**config.mk**
```make
export PLATFORM = sky130hd
export DESIGN_NAME = reset_sequencer_flat
export DESIGN_NICKNAME = d
export VERILOG_FILES = /design/src/rtl/reset_sequencer_if.sv /design/src/rtl/reset_sequencer.sv /design/src/flat_wrapper.sv
export SDC_FILE = /design/constraint.sdc
export NUM_CORES = 1
export LEC_CHECK = 0
export ABC_AREA = 1
export BUFFER_PORTS_ARGS = -buffer_cell sky130_fd_sc_hd__buf_4
export CORE_ASPECT_RATIO = 1.75
export CORE_MARGIN = 1.5
export CORE_UTILIZATION = 35
export DETAILED_ROUTE_END_ITERATION = 10
export SYNTH_ARGS = -nofsm -noshare
export SYNTH_HDL_FRONTEND = slang
export SYNTH_SLANG_ARGS = --single-unit
export TNS_END_PERCENT = 5
```
**constraint.sdc**
```tcl
create_clock -name clk -period 2.2 [get_ports clk]
set_clock_uncertainty 0.15 [all_clocks]
set_input_delay 0.33 -clock clk [delete_from_list [all_inputs] [get_ports clk]]
set_output_delay 0.33 -clock clk [all_outputs]
set_load 0.01 [all_outputs]
```
**src/rtl/reset_sequencer_if.sv**
```systemverilog
// Board-side inputs and channel-reset outputs of the reset sequencer.
interface reset_sequencer_if #(
  parameter int NUM_CHANNELS = 4,
  parameter int NUM_LOCKS    = 2
);
  logic                    btn_i;
  logic [NUM_LOCKS-1:0]    locked_i;
  logic                    soft_reset_i;
  logic [NUM_CHANNELS-1:0] reset_o;
  logic                    all_released_o;
  logic [3:0]              cause_o;

  modport master (
    output btn_i, locked_i, soft_reset_i,
    input  reset_o, all_released_o, cause_o
  );

  modport slave (
    input  btn_i, locked_i, soft_reset_i,
    output reset_o, all_released_o, cause_o
  );
endinterface

```
**src/rtl/reset_sequencer.sv**
```systemverilog
// Board reset controller: conditions lock/button inputs, waits for PLL lock,
// then releases the channel resets in index order and records the last cause.
//
// state       | meaning
// S_ASSERT    | all channels in reset for one cycle
// S_WAIT_LOCK | waiting for all locks and a released button
// S_POR_COUNT | locks stable, counting POR_CYCLES before channel 0
// S_RELEASE   | staggered release of channels 1..N-1
// S_RUN       | every channel released
module reset_sequencer #(
  parameter int NUM_CHANNELS     = 4,
  parameter int NUM_LOCKS        = 2,
  parameter int POR_CYCLES       = 31,
  parameter int DEBOUNCE_CYCLES  = 250000,
  parameter int STAGE_GAP_CYCLES = 16,
  parameter bit BTN_ACTIVE_LOW   = 1'b1
) (
  input logic              clk,
  input logic              reset_i,
  reset_sequencer_if.slave bus
);
  localparam int DW = $clog2(DEBOUNCE_CYCLES + 1);
  localparam int PW = $clog2(POR_CYCLES + 1);
  localparam int SW = (STAGE_GAP_CYCLES > 1) ? $clog2(STAGE_GAP_CYCLES) : 1;
  localparam int CW = (NUM_CHANNELS > 1) ? $clog2(NUM_CHANNELS) : 1;
  localparam logic BTN_REL_LEVEL = BTN_ACTIVE_LOW;

  typedef enum logic [2:0] {
    S_ASSERT, S_WAIT_LOCK, S_POR_COUNT, S_RELEASE, S_RUN
  } state_t;

  logic [NUM_LOCKS-1:0]    r_lock_s1, r_lock_s2;
  logic                    r_btn_s1, r_btn_s2;
  logic                    r_btn_deb;
  logic [DW-1:0]           r_db_cnt;
  logic                    r_press_evt;
  state_t                  r_state;
  logic [PW-1:0]           r_por_cnt;
  logic [SW-1:0]           r_stg_cnt;
  logic [CW-1:0]           r_chan;
  logic [NUM_CHANNELS-1:0] r_rst;
  logic                    r_all_rel;
  logic [3:0]              r_cause;

  logic w_btn_pressed, w_locks_ok, w_trig_lock, w_trig_soft, w_trig_btn, w_trig_any;

  always_ff @(posedge clk or posedge reset_i) begin
    if (reset_i) begin
      r_lock_s1 <= '0;
      r_lock_s2 <= '0;
      r_btn_s1  <= BTN_REL_LEVEL;
      r_btn_s2  <= BTN_REL_LEVEL;
    end else begin
      r_lock_s1 <= bus.locked_i;
      r_lock_s2 <= r_lock_s1;
      r_btn_s1  <= bus.btn_i;
      r_btn_s2  <= r_btn_s1;
    end
  end

  // Debounced state is kept in "pressed" polarity regardless of pin polarity.
  assign w_btn_pressed = r_btn_s2 ^ BTN_REL_LEVEL;

  always_ff @(posedge clk or posedge reset_i) begin
    if (reset_i) begin
      r_btn_deb   <= 1'b0;
      r_db_cnt    <= '0;
      r_press_evt <= 1'b0;
    end else begin
      r_press_evt <= 1'b0;
      if (w_btn_pressed == r_btn_deb) begin
        r_db_cnt <= '0;
      end else if (r_db_cnt == DW'(DEBOUNCE_CYCLES - 1)) begin
        r_btn_deb   <= ~r_btn_deb;
        r_db_cnt    <= '0;
        r_press_evt <= ~r_btn_deb;
      end else begin
        r_db_cnt <= r_db_cnt + DW'(1);
      end
    end
  end

  assign w_locks_ok  = &r_lock_s2;
  assign w_trig_lock = ~w_locks_ok & ((r_state == S_RELEASE) | (r_state == S_RUN));
  assign w_trig_soft = bus.soft_reset_i;
  assign w_trig_btn  = r_press_evt;
  assign w_trig_any  = ((r_state == S_POR_COUNT) | (r_state == S_RELEASE) | (r_state == S_RUN))
                       & (w_trig_lock | w_trig_soft | w_trig_btn);

  always_ff @(posedge clk or posedge reset_i) begin
    if (reset_i) begin
      r_state   <= S_ASSERT;
      r_rst     <= '1;
      r_all_rel <= 1'b0;
      r_cause   <= 4'b0001;
      r_por_cnt <= '0;
      r_stg_cnt <= '0;
      r_chan    <= '0;
    end else if (w_trig_any) begin
      r_state   <= S_ASSERT;
      r_rst     <= '1;
      r_all_rel <= 1'b0;
      r_cause   <= {w_trig_soft, w_trig_lock, w_trig_btn, 1'b0};
      r_por_cnt <= '0;
      r_stg_cnt <= '0;
      r_chan    <= '0;
    end else begin
      case (r_state)
        S_ASSERT: begin
          r_state   <= S_WAIT_LOCK;
          r_rst     <= '1;
          r_por_cnt <= '0;
          r_stg_cnt <= '0;
          r_chan    <= '0;
        end
        S_WAIT_LOCK: begin
          if (w_locks_ok && !r_btn_deb) begin
            r_state   <= S_POR_COUNT;
            r_por_cnt <= '0;
          end
        end
        S_POR_COUNT: begin
          if (!w_locks_ok) begin
            r_state   <= S_WAIT_LOCK;
            r_por_cnt <= '0;
          end else if (r_por_cnt == PW'(POR_CYCLES)) begin
            r_rst[0]  <= 1'b0;
            r_stg_cnt <= '0;
            if (NUM_CHANNELS == 1) begin
              r_state   <= S_RUN;
              r_all_rel <= 1'b1;
            end else begin
              r_state <= S_RELEASE;
              r_chan  <= CW'(1);
            end
          end else begin
            r_por_cnt <= r_por_cnt + PW'(1);
          end
        end
        S_RELEASE: begin
          if (r_stg_cnt == SW'(STAGE_GAP_CYCLES - 1)) begin
            r_stg_cnt     <= '0;
            r_rst[r_chan] <= 1'b0;
            if (r_chan == CW'(NUM_CHANNELS - 1)) begin
              r_state   <= S_RUN;
              r_all_rel <= 1'b1;
            end else begin
              r_chan <= r_chan + CW'(1);
            end
          end else begin
            r_stg_cnt <= r_stg_cnt + SW'(1);
          end
        end
        S_RUN: ;
        default: r_state <= S_ASSERT;
      endcase
    end
  end

  assign bus.reset_o        = r_rst;
  assign bus.all_released_o = r_all_rel;
  assign bus.cause_o        = r_cause;
endmodule

```
**src/flat_wrapper.sv**
```systemverilog
// flat-port wrapper written by rule: the top's interface ports become plain ports
module reset_sequencer_flat 
#(
  parameter int NUM_CHANNELS     = 4,
  parameter int NUM_LOCKS        = 2,
  parameter int POR_CYCLES       = 31,
  parameter int DEBOUNCE_CYCLES  = 250000,
  parameter int STAGE_GAP_CYCLES = 16,
  parameter bit BTN_ACTIVE_LOW   = 1'b1
)
  (clk, reset_i, bus_btn_i, bus_locked_i, bus_soft_reset_i, bus_reset_o, bus_all_released_o, bus_cause_o);
  reset_sequencer_if #(.NUM_CHANNELS(NUM_CHANNELS), .NUM_LOCKS(NUM_LOCKS)) bus_i ();
  input logic clk;
  input logic reset_i;
  input wire logic [$bits(bus_i.btn_i)-1:0] bus_btn_i;
  input wire logic [$bits(bus_i.locked_i)-1:0] bus_locked_i;
  input wire logic [$bits(bus_i.soft_reset_i)-1:0] bus_soft_reset_i;
  output wire logic [$bits(bus_i.reset_o)-1:0] bus_reset_o;
  output wire logic [$bits(bus_i.all_released_o)-1:0] bus_all_released_o;
  output wire logic [$bits(bus_i.cause_o)-1:0] bus_cause_o;
  assign bus_i.btn_i = bus_btn_i;
  assign bus_i.locked_i = bus_locked_i;
  assign bus_i.soft_reset_i = bus_soft_reset_i;
  assign bus_reset_o = bus_i.reset_o;
  assign bus_all_released_o = bus_i.all_released_o;
  assign bus_cause_o = bus_i.cause_o;
  reset_sequencer #(.NUM_CHANNELS(NUM_CHANNELS), .NUM_LOCKS(NUM_LOCKS), .POR_CYCLES(POR_CYCLES), .DEBOUNCE_CYCLES(DEBOUNCE_CYCLES), .STAGE_GAP_CYCLES(STAGE_GAP_CYCLES), .BTN_ACTIVE_LOW(BTN_ACTIVE_LOW)) u_core (.clk(clk), .reset_i(reset_i), .bus(bus_i));
endmodule
```
# --- Word-level counts from Yosys, hierarchy flattened ---
# Cells that the tools add are included.
word_totals:
  regBits: 49
  input_bits: 6
  output_inout_bits: 9
op_classes:
  add_sub_neg: 4
  n_lt_le_gt_ge: 2
  eq_ne: 18
  muxes: 39
  n_bitwise: 13
  reduce_logical: 19
ops:
  columns: ["cell", "n"]
  rows:
  - ["$mux W18", 2]
  - ["$mux W4", 6]
  - ["$mux W5", 4]
  - ["$add A18 B1 Y18 const B", 1]
  - ["$eq A18 B18 Y1 const B", 1]
  - ["$mux W3", 6]
  - ["$pmux W3 S5", 1]
  - ["$pmux W5 S3", 1]
  - ["$ne A3 B2 Y1 const B", 4]
  - ["$pmux W4 S3", 1]
  - ["$mux W2", 5]
  - ["$reduce_and A5 Y1", 2]
  - ["$mux W1", 9]
  - ["$reduce_and A3 Y1", 3]
  - ["$ne A4 B4 Y1 const B", 2]
  - ["$reduce_bool A4 Y1", 2]
  - ["$eq A3 B2 Y1 const B", 2]
  - ["$ne A3 B1 Y1 const B", 2]
  - ["$pmux W2 S3", 1]
  - ["$pmux W3 S2", 1]
  - ["$reduce_and A2 Y1", 3]
  - ["$reduce_bool A2 Y1", 3]
  - ["$add A5 B1 Y5 const B", 1]
  - ["$eq A5 B5 Y1 const B", 1]
  - ["other kinds (22)", 31]

# --- Longest topological paths before layout ---
# Gate-level depths: netlist of run 1.
logic_depth:
  word_depth: 9
  mapped_depth: 12
  mapped_depth_nobuf: 10

# --- Worst setup path after synthesis of run 1 ---
# Ideal clock, no wire load.
synth_path:
  path_kind: "register to register"
  from: "reg u_core.r_por_cnt[0]"
  to: "reg u_core.r_stg_cnt[3]"
  setup_ns: 0.123
  t_arrival_ns: 1.452
  t_required_ns: 1.927
  path_slack_ns: 0.475
  path_stages_with_launch: 10
  cell_sequence: "dfrtp_1 > ha_1 > and3_1 > ha_1 > a21oi_4 > nand2_4 > nand2_1 > nand2_1 > nand2_1 > nor2_1"
synth_via:
  elab_chain_cells: 3
synth_rtl:
  columns: ["element", "line", "rtl"]
  rows:
  - ["start: declaration", "reset_sequencer.sv:38", "logic [PW-1:0] r_por_cnt;"]
  - ["start signal: assignment", "reset_sequencer.sv:137", "r_por_cnt <= r_por_cnt + PW'(1);"]
  - ["$eq A5 B5 Y1", "reset_sequencer.sv:126", "end else if (r_por_cnt == PW'(POR_CYCLES)) begin"]
  - ["$ne A3 B2 Y1 (no line)", null, null]
  - ["$reduce_and A3 Y1 (no line)", null, null]
  - ["end signal: assignment", "reset_sequencer.sv:151", "r_stg_cnt <= r_stg_cnt + SW'(1);"]
  - ["end: declaration", "reset_sequencer.sv:39", "logic [SW-1:0] r_stg_cnt;"]
# No other way between the ends.
# A chain may end at the register's enable or synchronous reset.

# --- Worst setup path after layout of run 1 ---
layout_path:
  from: "reg u_core.r_state[0]"
  to: "reg u_core.r_state[0]"
layout_via:
  elab_chain_cells: 8
  elab_cells_between_ends: 20
  cone_classes: "9 x eq/ne; 2 x mux; 7 x bitwise; 2 x reduce/logical"
layout_rtl:
  columns: ["element", "line", "rtl"]
  rows:
  - ["start: declaration", "reset_sequencer.sv:37", "state_t r_state;"]
  - ["start signal: assignment", "reset_sequencer.sv:92", "r_state <= S_ASSERT;"]
  - ["start signal: assignment", "reset_sequencer.sv:100", "r_state <= S_ASSERT;"]
  - ["start signal: assignment", "reset_sequencer.sv:110", "r_state <= S_WAIT_LOCK;"]
  - ["$eq A3 B2 Y1 or $eq A3 B3 Y1 (tied branches)", "reset_sequencer.sv:84, reset_sequencer.sv:87, reset_sequencer.sv:108", null]
  - ["$or A1 B1 Y1", "reset_sequencer.sv:84", "assign w_trig_lock = ~w_locks_ok & ((r_state == S_RELEASE) | (r_state == S_RUN));"]
  - ["$and A1 B1 Y1", "reset_sequencer.sv:84", null]
  - ["$or A1 B1 Y1 (2 in a row)", "reset_sequencer.sv:88", "& (w_trig_lock | w_trig_soft | w_trig_btn);"]
  - ["$and A1 B1 Y1", "reset_sequencer.sv:88", null]
  - ["$ne A4 B4 Y1 (no line), or another cell as far along", null, null]
  - ["$reduce_and A5 Y1 (no line)", null, null]
# Parallel ways exist; a longest one is shown, timed or not.

==> results.txt, run 1 <==
----------------------------------------------------
[Routing]
  Average detailed-routed wire length per instance ... 12.4 um
  Ratio of routed vias to standard cells ... 4.81
  DRT antenna net count ... 0
  Number of iterations in the first detailed-routing pass ... 4
  Residual DRC count ... 0
  Number of DRC markers in iteration 0 ... 119
  Routed wire length ... 5240 um
  Number of vias after detailed routing ... roughly 2.0k

[Layout]
  Area growth syn-to-layout ... 16.5%
  Count of placed standard cells in the final layout, fillers left out ... 421
  NumNets Final ... 348
  Number of antenna cells inserted ... 0
  Fraction of layout instances using a drive strength above 1 ... 0.155

[Logic synthesis]
  Seq/Total Area, Yosys ... 0.480
  Post-Synthesis Net Count ... 322
  Instance count of the mapped netlist ... between 300 and 400
  Count of cell types in the netlist ... 34
  Number of warnings issued by yosys ... 0
  Post-synth design cell area ... between 0.002 and 0.003 mm2
  Average instance area after synthesis ... about 8.3 um2
  Post-synthesis register bit count ... 49

[Setup path]
  Required time at the worst-slack endpoint ... roughly 2200 ps
  Logic depth of the worst setup path including buffers ... 9
  Worst Path Max Fanout ... 20
  Maximum cell stage delay along the critical path ... 530 ps
  Endpoint class of the critical path ... register
  Family with the most delay on the worst path ... simple AND/OR/NAND/NOR gates
  CP most frequent cell ... sky130_fd_sc_hd__nand2_1
  Worst setup path startpoint ... u_core.r_state[0]
  Cells on worst reg2reg path ... 9
  Critical Path, Cell by Cell ... nand2_1 -> nand2_1 -> nand3_2 -> nand2_2 -> nand2_2 -> o21ai_2 -> nand3_1 -> nand2_1 -> nand2_1
  Data arrival, critical path ... 2070 ps
  Buf+Inv Stages, Crit Path ... 0
  Worst-case register-to-register setup slack ... 160 ps
  Category of the worst setup path launch point ... register
  Library cell contributing the largest single delay on the critical path ... sky130_fd_sc_hd__dfrtp_1
  CP Capture Point ... u_core.r_state[0]
  Worst reg2reg path endpoint ... u_core.r_state[0]
  FF-to-FF Start ... u_core.r_state[0]
  Start-to-end type of the worst setup path ... reg2reg

[Clocking]
  Number of CTS-inserted buffers ... 5
  Cts repair resizes ... 0
  Clock transition at the registers of the reported paths ... ~70 ps
  Latest clock arrival within the worst-skew pair ... around 290 ps
  Number of clock sinks ... 49
  Number of hold buffers added after CTS ... 4
  Number of setup buffers added after CTS ... 0
  TritonCTS clock tree ... yes
  CTS H-tree depth ... 2
  Root cell of the clock tree ... sky130_fd_sc_hd__clkbuf_16
  Max Root-Sink Buffers ... 2

[Placement]
  Gpl congestion ... 0.817
  Number of input and output port buffers inserted ... 14
  Hpwl dp ... 4060 um
  Cells after DPL ... 409

[Timing]
  Fin Hold WS ... 94.2 ps
  Final Max Tran Viols ... 0
  Post-route clock period utilization ... 0.927
  Slew margin rel. ... 0.630
  Final hold violation count ... 0
  Count of final setup violators ... 0
  Total negative slack for setup checks ... 0 ps
  Slew at the pin closest to its max-slew limit ... 550 ps
  RSZ-0062 raised after global routing ... no
  Highest Clock Rate ... about 490 MHz
  Clock period minus final worst setup slack ... between 2000 and 2500 ps

[Power]
  Power Density ... between 900 and 1000 mW/mm2
  Leakage ... 1.39 nW
  Peak supply drop ... 0.395 mV

[Global routing]
  Overall overflow remaining after global route ... 0
  Maximum number of pins on one net before global-route repair ... 26
  Via count of the first global-routing pass ... about 2k
  Overall Global Routing Usage ... 0.150
  Wire length of the first global-routing pass ... 8920 um
  Initial antenna violation count ... 0

[Floorplan]
  FP Rows ... 41
  Core outline area ... 0.00718 mm2
  DIE HEIGHT ... approximately 120 um
  Chip Width ... 67.8 um
  # IOs ... 15
  Starting utilization of the core area ... 0.358
  Die area ... 0.00789 mm2

[Hold path]
  Hold Path Stages ... 3
  Path class of the lowest-slack min-delay path ... in2reg

[Run]
  Max capacitance violation total ... 0

[Outcome]
  Run status ... completed

----------------------------------------------------
==> cells in the mapped netlist <==
master / instances / area, um2
sky130_fd_sc_hd__a21boi_0: 1 / 7.51
sky130_fd_sc_hd__o21ai_4: 1 / 16.3
sky130_fd_sc_hd__inv_2: 2 / 7.51
sky130_fd_sc_hd__buf_4: 1 / 7.51
sky130_fd_sc_hd__a21oi_4: 1 / 16.3
sky130_fd_sc_hd__nor3b_1: 1 / 7.51
sky130_fd_sc_hd__nand2_1: 74 / 278
sky130_fd_sc_hd__nand3_1: 19 / 95.1
sky130_fd_sc_hd__nand2_2: 3 / 18.8
sky130_fd_sc_hd__nor2_2: 3 / 18.8
sky130_fd_sc_hd__o21ai_1: 10 / 50.1
sky130_fd_sc_hd__ha_1: 8 / 100
sky130_fd_sc_hd__a22oi_1: 1 / 7.51
sky130_fd_sc_hd__inv_1: 36 / 135
sky130_fd_sc_hd__o21ai_0: 4 / 20.0
sky130_fd_sc_hd__dfstp_2: 7 / 184
sky130_fd_sc_hd__o211ai_1: 1 / 7.51
sky130_fd_sc_hd__buf_6: 2 / 22.5
sky130_fd_sc_hd__a21o_1: 3 / 22.5
sky130_fd_sc_hd__o21ai_2: 3 / 26.3
sky130_fd_sc_hd__o21a_1: 1 / 7.51
sky130_fd_sc_hd__nor2_1: 36 / 135
sky130_fd_sc_hd__and3_1: 1 / 6.26
sky130_fd_sc_hd__nor3_1: 13 / 65.1
sky130_fd_sc_hd__nand4_1: 11 / 68.8
sky130_fd_sc_hd__nand2_4: 2 / 22.5
sky130_fd_sc_hd__xor2_1: 10 / 87.6
sky130_fd_sc_hd__o21bai_1: 1 / 7.51
sky130_fd_sc_hd__xnor2_1: 1 / 8.76
sky130_fd_sc_hd__nand3_2: 2 / 20.0
sky130_fd_sc_hd__dfrtp_1: 42 / 1050
sky130_fd_sc_hd__nor2_4: 1 / 11.3
sky130_fd_sc_hd__a31oi_1: 1 / 6.26
sky130_fd_sc_hd__a21oi_1: 5 / 25.0
==> through the flow <==
stage	total power, mW	setup WS (ps)	area, um2	utilization
after floorplan	1.78	475	2570	-
after global placement	1.98	176	2780	0.388
after detailed placement	1.99	160	2780	0.388
after CTS	2.90	146	3000	0.417
after global routing	3.04	5.55	3000	0.417
final	2.85	160	3000	0.417
==> sequential cells by signal, indices dropped and copies added, names as in the netlist <==
name / count
u_core.r_db_cnt: 18
u_core.r_por_cnt: 5
u_core.bus.cause_o: 4
u_core.bus.reset_o: 4
u_core.r_stg_cnt: 4
u_core.r_state: 3
u_core.r_chan: 2
u_core.r_lock_s1: 2
u_core.r_lock_s2: 2
u_core.bus.all_released_o: 1
u_core.r_btn_deb: 1
u_core.r_btn_s1: 1
u_core.r_btn_s2: 1
u_core.r_press_evt: 1
==> logic make-up after synthesis <==
group,after synthesis,synth area share
and+or+nand+nor,166,0.291
buffers and inverters,41,0.0672
DFF,49,0.480
adders and majority gates,8,0.0389
xor gates and xnor gates,11,0.0375
AOI/OAI and AO/OA,33,0.0857
==> worst reg2reg max path, cell delays in order (launching register included) <==
cell and delay [ps]:
sky130_fd_sc_hd__dfrtp_1 530, sky130_fd_sc_hd__nand2_1 110, sky130_fd_sc_hd__nand2_1 90, sky130_fd_sc_hd__nand3_2 120
sky130_fd_sc_hd__nand2_2 130, sky130_fd_sc_hd__nand2_2 290, sky130_fd_sc_hd__o21ai_2 240, sky130_fd_sc_hd__nand3_1 140
sky130_fd_sc_hd__nand2_1 70, sky130_fd_sc_hd__nand2_1 60
==> placed cells by master (no fill, tap or decap), types with 2 or more instances in the layout <==
cell type	instances
sky130_fd_sc_hd__nand2_1	74
sky130_fd_sc_hd__dfrtp_1	42
sky130_fd_sc_hd__nor2_1	36
sky130_fd_sc_hd__inv_1	35
sky130_fd_sc_hd__nand3_1	19
sky130_fd_sc_hd__buf_4	18
sky130_fd_sc_hd__nor3_1	13
sky130_fd_sc_hd__nand4_1	11
sky130_fd_sc_hd__o21ai_1	10
sky130_fd_sc_hd__xor2_1	10
sky130_fd_sc_hd__ha_1	8
sky130_fd_sc_hd__dfstp_2	7
sky130_fd_sc_hd__a21oi_1	5
sky130_fd_sc_hd__clkbuf_16	5
sky130_fd_sc_hd__o21ai_0	4
sky130_fd_sc_hd__dlygate4sd3_1	4
sky130_fd_sc_hd__inv_2	3
sky130_fd_sc_hd__nand2_2	3
sky130_fd_sc_hd__nor2_2	3
sky130_fd_sc_hd__o21ai_2	3
sky130_fd_sc_hd__a21o_1	3
sky130_fd_sc_hd__nand3_2	2
sky130_fd_sc_hd__nand2_4	2
==> where the power goes <==
part | switching (mW) | internal [mW]
registers | 0.0897 | 1.00
clock network | 0.342 | 0.538
logic | 0.573 | 0.301
==> metal layers <==
metal	wire length, um	global-route usage
met1	1950	0.145
met2	2940	0.285
met3	158	0.0270
met4	189	0.0827
met5	0	0
==> worst min-delay path by stage <==
stage / slack [ps] / startpoint / to
after detailed placement: 190 / u_core.r_lock_s1[0] / u_core.r_lock_s2[0]
after global placement: 190 / u_core.r_lock_s1[0] / u_core.r_lock_s2[0]
after floorplan: 180 / u_core.r_lock_s1[0] / u_core.r_lock_s2[0]
after global routing: 100 / bus_soft_reset_i / u_core.bus.cause_o[3]
after CTS: 90 / bus_soft_reset_i / u_core.bus.cause_o[3]
final: 90 / bus_soft_reset_i / u_core.bus.cause_o[3]
==> layout make-up <==
class | instances | area, um2
Multi-Input combinational cell | 218 | 1160
Clock buffer | 5 | 125
Timing Repair Buffer | 22 | 175
Fill cell | 738 | 4190
Inverter | 38 | 143
Sequential cell | 49 | 1230
Clock inverter | 3 | 46.3
Tap cell | 86 | 108
No activity file was read; power rests on OpenSTA's default activity.
==> run 2: changes to the inputs <==
Settings changed: PLACE_DENSITY_LB_ADDON from default to 0.12.
Clock period 2.2 ns to 2.5 ns, I/O delays scaled along.
==> results.txt, run 2 (synthesized netlist as in run 1, its figures left out) <==
----------------------------------------------------
[Outcome]
  Run status ... completed

[Layout]
  Number of antenna cells inserted ... 0
  Count of placed standard cells in the final layout, fillers left out ... 416
  Area growth syn-to-layout ... 14.6%
  Total non-filler cell area in the finished layout ... 0.00295 mm2
  Most common cell after layout, fill and taps aside ... sky130_fd_sc_hd__nand2_1
  Max reg flops ... 18
  Fraction of layout instances using a drive strength above 1 ... 0.155
  Largest regs ... u_core.r_db_cnt x18, u_core.r_por_cnt x5
  Most frequent cells in the layout ... sky130_fd_sc_hd__nand2_1 (74), sky130_fd_sc_hd__dfrtp_1 (42), sky130_fd_sc_hd__nor2_1 (36)
  Post-layout utilization of the core ... 0.410
  Register name with the most flops ... u_core.r_db_cnt
  NumNets Final ... 343

[Clocking]
  Clock transition at the registers of the reported paths ... 70 ps
  Max Root-Sink Buffers ... 2
  Number of CTS-inserted buffers ... 5
  Root cell of the clock tree ... sky130_fd_sc_hd__clkbuf_16
  TritonCTS clock tree ... yes
  Number of clock sinks ... 49
  CTS H-tree depth ... 2
  Number of hold buffers added after CTS ... 0
  Latest clock arrival within the worst-skew pair ... 300 ps
  Number of setup buffers added after CTS ... 0
  Cts repair resizes ... 0

[Global routing]
  Via count of the first global-routing pass ... 2,039
  Overall Global Routing Usage ... 0.164
  Overall overflow remaining after global route ... 0
  Initial antenna violation count ... 0
  Maximum number of pins on one net before global-route repair ... 50
  Wire length of the first global-routing pass ... 9430 um

[Power]
  Leakage ... between 1 and 1.5 nW
  Peak supply drop ... 0.476 mV
  Power Density ... 856 mW/mm2

[Placement]
  Post-DP Area ... ~0.0028 mm2
  Cells after DPL ... 408
  Worst slack at placement ... between 500 and 600 ps
  Hpwl dp ... 4120 um
  Number of input and output port buffers inserted ... 14
  Gpl congestion ... 0.863

[Routing]
  Average detailed-routed wire length per instance ... between 10 and 15 um
  Routed wire length ... approximately 5600 um
  Number of DRC markers in iteration 0 ... 77
  Ratio of routed vias to standard cells ... 4.87
  DRT antenna net count ... 0
  Residual DRC count ... 0
  Number of vias after detailed routing ... 2,024
  Number of iterations in the first detailed-routing pass ... 4

[Timing]
  Slew at the pin closest to its max-slew limit ... 691 ps
  Slew margin rel. ... 0.536
  Total negative slack for setup checks ... 0 ps
  Count of final setup violators ... 0
  RSZ-0062 raised after global routing ... no
  Post-route clock period utilization ... 0.791
  Highest Clock Rate ... 506 MHz
  Final hold violation count ... 0
  Clock period minus final worst setup slack ... 1980 ps
  Final critical-path setup slack ... ~520 ps
  Final Max Tran Viols ... 0

[Floorplan]
  Starting utilization of the core area ... 0.358
  Chip Width ... between 60 and 70 um
  Die area ... 0.00789 mm2
  # IOs ... 15
  FP Rows ... 41
  Core outline area ... between 0.007 and 0.008 mm2
  DIE HEIGHT ... roughly 120 um

[Setup path]
  FF-to-FF Start ... u_core.r_state[0]
  Category of the worst setup path launch point ... register
  Data arrival, critical path ... 2010 ps
  Required time at the worst-slack endpoint ... 2540 ps
  Endpoint class of the critical path ... register
  Worst setup path startpoint ... u_core.r_state[0]
  Cells on worst reg2reg path ... 9
  Worst Path Max Fanout ... 20
  Start-to-end type of the worst setup path ... reg2reg

[Run]
  Max capacitance violation total ... 0

[Hold path]
  Hold Path Stages ... 1
  Path class of the lowest-slack min-delay path ... in2reg
  Critical hold path startpoint ... bus_locked_i[0]

----------------------------------------------------
run 2: cell types whose count changed in the layout (fill, tap and decap cells not counted), sizes merged:
cell,before,now
dlygate4sd3,4,0
buf,18,17
run 2: layout make-up:
cell class,instances,area (um2)
fillers,750,4230
flip-flops and latches,49,1230
multi-input cells,218,1160
inverters,38,143
repair buffers,17,128
clock buffers,5,125
well taps,86,108
clock inverters,3,46.3
run 2: through the flow:
stage	hold WS, ps	total power, mW
5_1_grt	11.9	2.72
2_1_floorplan	181	1.57
4_1_cts	19.3	2.57
3_5_place_dp	185	1.76
3_3_place_gp	181	1.75
6_report	31.5	2.52
run 2: routing by layer:
| layer | track usage | share of wire | vias to the layer above |
|---|---|---|---|
| li1 | - | - | 1034 |
| met1 | 0.165 | 0.39 | 950 |
| met2 | 0.297 | 0.56 | 27 |
| met3 | 0.0347 | 0.022 | 13 |
| met4 | 0.0987 | 0.034 | 0 |
| met5 | 0 | 0 | - |
run 2: power breakdown:
group	switching, mW	internal [mW]
clock network	0.315	0.474
registers	0.0828	0.884
logic	0.510	0.258
total	0.908	1.62
run 2: final timing paths:
check	endpoint	slack [ps]
max reg2reg	u_core.r_state[1]	520
min	u_core.r_lock_s1[0]	30
max	u_core.r_state[1]	520
min in group asynchronous	u_core.r_state[0]	90
min reg2reg	u_core.r_lock_s2[0]	200
max in group asynchronous	u_core.r_stg_cnt[3]	1680
run 2: critical path: stages (launching register included):
cell and delay [ps]:
sky130_fd_sc_hd__dfrtp_1 520, sky130_fd_sc_hd__nand2_1 110, sky130_fd_sc_hd__nand2_1 90, sky130_fd_sc_hd__nand3_2 110, sky130_fd_sc_hd__nand2_2 140, sky130_fd_sc_hd__nand2_2 290
sky130_fd_sc_hd__o21ai_2 200, sky130_fd_sc_hd__nand3_1 120, sky130_fd_sc_hd__nand2_1 70, sky130_fd_sc_hd__nand2_1 50
==> run 3: changes to the inputs <==
Settings changed: ABC_AREA 1 to 0.
Clock period 2.5 ns to 2.05 ns, I/O delays scaled along.
==> results.txt, run 3 <==
----------------------------------------------------
[Logic synthesis]
  Post-synth top area cell ... sky130_fd_sc_hd__dfrtp_1
  Post-Synthesis Net Count ... 271
  Seq/Total Area, Yosys ... 0.477
  Fraction of post-synthesis cell area in the top cell type by area ... 0.406
  Post-synthesis register bit count ... 49
  Most frequently used cell type in the post-synthesis netlist ... sky130_fd_sc_hd__dfrtp_1
  Average instance area after synthesis ... just over 10 um2
  Instance count of the mapped netlist ... 257
  Count of cell types in the netlist ... 61
  Share of flip-flops with an asynchronous set or reset after synthesis ... 1.00
  Post-synth EDFFs ... 0
  Number of warnings issued by yosys ... 0
  Most frequent cells after synthesis ... sky130_fd_sc_hd__dfrtp_1 (42), sky130_fd_sc_hd__nor2_1 (19), sky130_fd_sc_hd__nand2_1 (18), sky130_fd_sc_hd__inv_1 (15), sky130_fd_sc_hd__o21ai_0 (14)
  Top FF cell, synth ... sky130_fd_sc_hd__dfrtp_1
  Post-synth design cell area ... 0.00259 mm2
  Most area-consuming cells after synthesis ... sky130_fd_sc_hd__dfrtp_1 (41%), sky130_fd_sc_hd__dfstp_2 (7.1%), sky130_fd_sc_hd__ha_1 (3.9%), sky130_fd_sc_hd__nor2_1 (2.8%), sky130_fd_sc_hd__o21ai_0 (2.7%)

[Global routing]
  Global-route track usage on met3 ... 0.0344
  Overall overflow remaining after global route ... 0
  Via count of the first global-routing pass ... 2,130
  Overall Global Routing Usage ... 0.171
  Initial antenna violation count ... 0
  Wire length of the first global-routing pass ... 9960 um
  Most congested layer reported by global routing ... met2
  Maximum number of pins on one net before global-route repair ... 33
  Global-route met1 utilization ... 0.167
  Met2 track demand over resource ... 0.328

[Clocking]
  Latest clock arrival within the worst-skew pair ... 300 ps
  Root cell of the clock tree ... sky130_fd_sc_hd__clkbuf_16
  CTS H-tree depth ... 2
  TritonCTS clock tree ... yes
  Number of clock sinks ... between 40 and 50
  Number of CTS-inserted buffers ... 5
  Max Root-Sink Buffers ... 2
  Clock transition at the registers of the reported paths ... 60 ps

[Timing]
  Slew at the pin closest to its max-slew limit ... 419 ps
  Clock period minus final worst setup slack ... 2030 ps
  Slew margin rel. ... 0.720
  Post-route clock period utilization ... 0.991
  RSZ-0062 raised after global routing ... yes
  Final Max Tran Viols ... 0
  Count of final setup violators ... 0
  Total negative slack for setup checks ... 0 ps
  Final critical-path setup slack ... around 18 ps
  Highest Clock Rate ... slightly below 500 MHz
  Final hold violation count ... 0

[Setup path]
  Worst-case register-to-register setup slack ... 20 ps
  Start-to-end type of the worst setup path ... reg2reg
  Required time at the worst-slack endpoint ... 2120 ps
  FF-to-FF Start ... u_core.r_por_cnt[1]
  Worst reg2reg path endpoint ... u_core.bus.reset_o[0]
  Cells on worst reg2reg path ... 7
  Category of the worst setup path launch point ... register
  Maximum cell stage delay along the critical path ... ~510 ps
  Endpoint class of the critical path ... register
  Data arrival, critical path ... 2110 ps
  Critical Path, Cell by Cell ... ha_2 -> and3_4 -> ha_4 -> and3_4 -> o21ai_4 -> or4_1 -> a21bo_1
  Library cell contributing the largest single delay on the critical path ... sky130_fd_sc_hd__or4_1
  Worst Path Max Fanout ... 3
  CP most frequent cell ... sky130_fd_sc_hd__and3_4

[Routing]
  DRT antenna net count ... 0
  Residual DRC count ... 0
  Routed wire length ... about 6100 um
  Number of iterations in the first detailed-routing pass ... 4
  Ratio of routed vias to standard cells ... 5.38
  Number of vias after detailed routing ... 2,110
  Number of DRC markers in iteration 0 ... 106
  Average detailed-routed wire length per instance ... 15.5 um

[Layout]
  Max reg flops ... 18
  Area of combinational cells with multiple inputs ... 0.00131 mm2
  Filler cells ... 712
  Largest regs ... u_core.r_db_cnt x18, u_core.r_por_cnt x5
  Number of antenna cells inserted ... 0
  Most frequent cells in the layout ... sky130_fd_sc_hd__buf_4 (43), sky130_fd_sc_hd__dfrtp_1 (42), sky130_fd_sc_hd__nor2_1 (19)
  Area growth syn-to-layout ... 26.3%
  Fraction of layout instances using a drive strength above 1 ... 0.258
  Register name with the most flops ... u_core.r_db_cnt
  Most common cell after layout, fill and taps aside ... sky130_fd_sc_hd__buf_4
  FF+latch area ... between 0.001 and 0.0015 mm2
  NumNets Final ... 319

[Hold path]
  Min-Delay Endpoint ... u_core.r_lock_s2[0]
  Hold Path Stages ... 0
  Critical hold path startpoint ... u_core.r_lock_s1[0]
  Path class of the lowest-slack min-delay path ... reg2reg

[Power]
  Share of total power in the clock network ... 0.351
  Peak supply drop ... 0.663 mV
  Leakage ... 1.44 nW
  Power Internal ... 1.95 mW
  Logic pwr share ... 0.248
  Share of power burned in registers ... 0.402
  Net switching share of the total power ... 0.286
  Sw Pwr ... 781 uW
  Power Density ... 834 mW/mm2

[Floorplan]
  # IOs ... 15
  Core outline area ... 0.00718 mm2
  DIE HEIGHT ... 117 um
  Chip Width ... roughly 68 um
  Die area ... 0.00795 mm2
  FP Rows ... 41
  Starting utilization of the core area ... 0.361

[Placement]
  Number of input and output port buffers inserted ... 14
  Worst slack at placement ... -25.1 ps
  Gpl congestion ... 0.850
  Hpwl dp ... 4590 um

[Outcome]
  Run status ... completed

[Run]
  Max capacitance violation total ... 0

----------------------------------------------------
## run 3: logic make-up (layout without fill, tap and decap cells)
group / count (synthesis) / after routing / share of synthesized area
simple gates: 100 / 100 / 0.230
xor+xnor: 11 / 11 / 0.0372
fa+ha+maj: 8 / 8 / 0.0386
compound gates: 59 / 59 / 0.153
mux: 7 / 7 / 0.0285
flops: 49 / 49 / 0.477
buf+inv: 23 / 72 / 0.0362
## run 3: power by group through the flow
stage                     Combinational (mW)  Sequential (mW)  Clock [mW]
after floorplan                        0.342             1.11           0
after global placement                 0.641             1.11           0
after detailed placement               0.643             1.11           0
after CTS                              0.656             1.10       0.989
after global routing                   0.741             1.10        1.02
final                                  0.675             1.10       0.957
## run 3: layer usage
metal  vias to the layer above  wire, um
met5                         -         0
met4                         0       182
met3                        12       172
met2                        33      3480
met1                      1028      2240
li1                       1037         -
## run 3: worst max-delay path, delay by kind of cell (launching register included)
kind / cells / cell delay (ps)
flops: 1 / 360
simple gates: 3 / 890
fa+ha+maj: 2 / 320
compound gates: 2 / 240
## run 3: worst max path at each step
stage / startpoint / end / slack [ps]
final: u_core.r_por_cnt[1] / u_core.bus.reset_o[0] / 20
after global placement: u_core.r_por_cnt[1] / u_core.bus.reset_o[0] / 20
after detailed placement: u_core.r_por_cnt[1] / u_core.r_chan[0] / -30
after CTS: u_core.r_por_cnt[1] / u_core.bus.reset_o[0] / -20
after floorplan: u_core.r_por_cnt[0] / u_core.bus.reset_o[0] / 3
after global routing: u_core.r_por_cnt[1] / u_core.bus.reset_o[0] / -80
## run 3: final cells by class
cell class,count,area share
clock buffer,5,0.0382
multi-input combinational,185,0.400
timing repair buffer,49,0.120
inverter,15,0.0172
tap,86,0.0329
sequential,49,0.377
clock inverter,3,0.0134
## run 3: timing repair
item | in CTS | in global routing
pin swaps | 1 | 8
buffers inserted | 0 | 1
hold buffers | 4 | 0
setup endpoints to repair | 2 | 6
gates resized for setup | 1 | 4
hold endpoints to repair | 19 | 0
## run 3: stage by stage
| stage | area, um2 | power, mW | hold slack (ps) | std cells | util |
|---|---|---|---|---|---|
| 3_5_place_dp | 3030 | 1.76 | 185 | 379 | 0.422 |
| 5_1_grt | 3270 | 2.86 | 210 | 392 | 0.456 |
| 6_report | 3270 | 2.73 | 199 | 392 | 0.456 |
| 4_1_cts | 3240 | 2.74 | 200 | 391 | 0.452 |
| 2_1_floorplan | 2620 | 1.46 | 162 | 257 | - |
| 3_3_place_gp | 3030 | 1.75 | 179 | 379 | 0.422 |
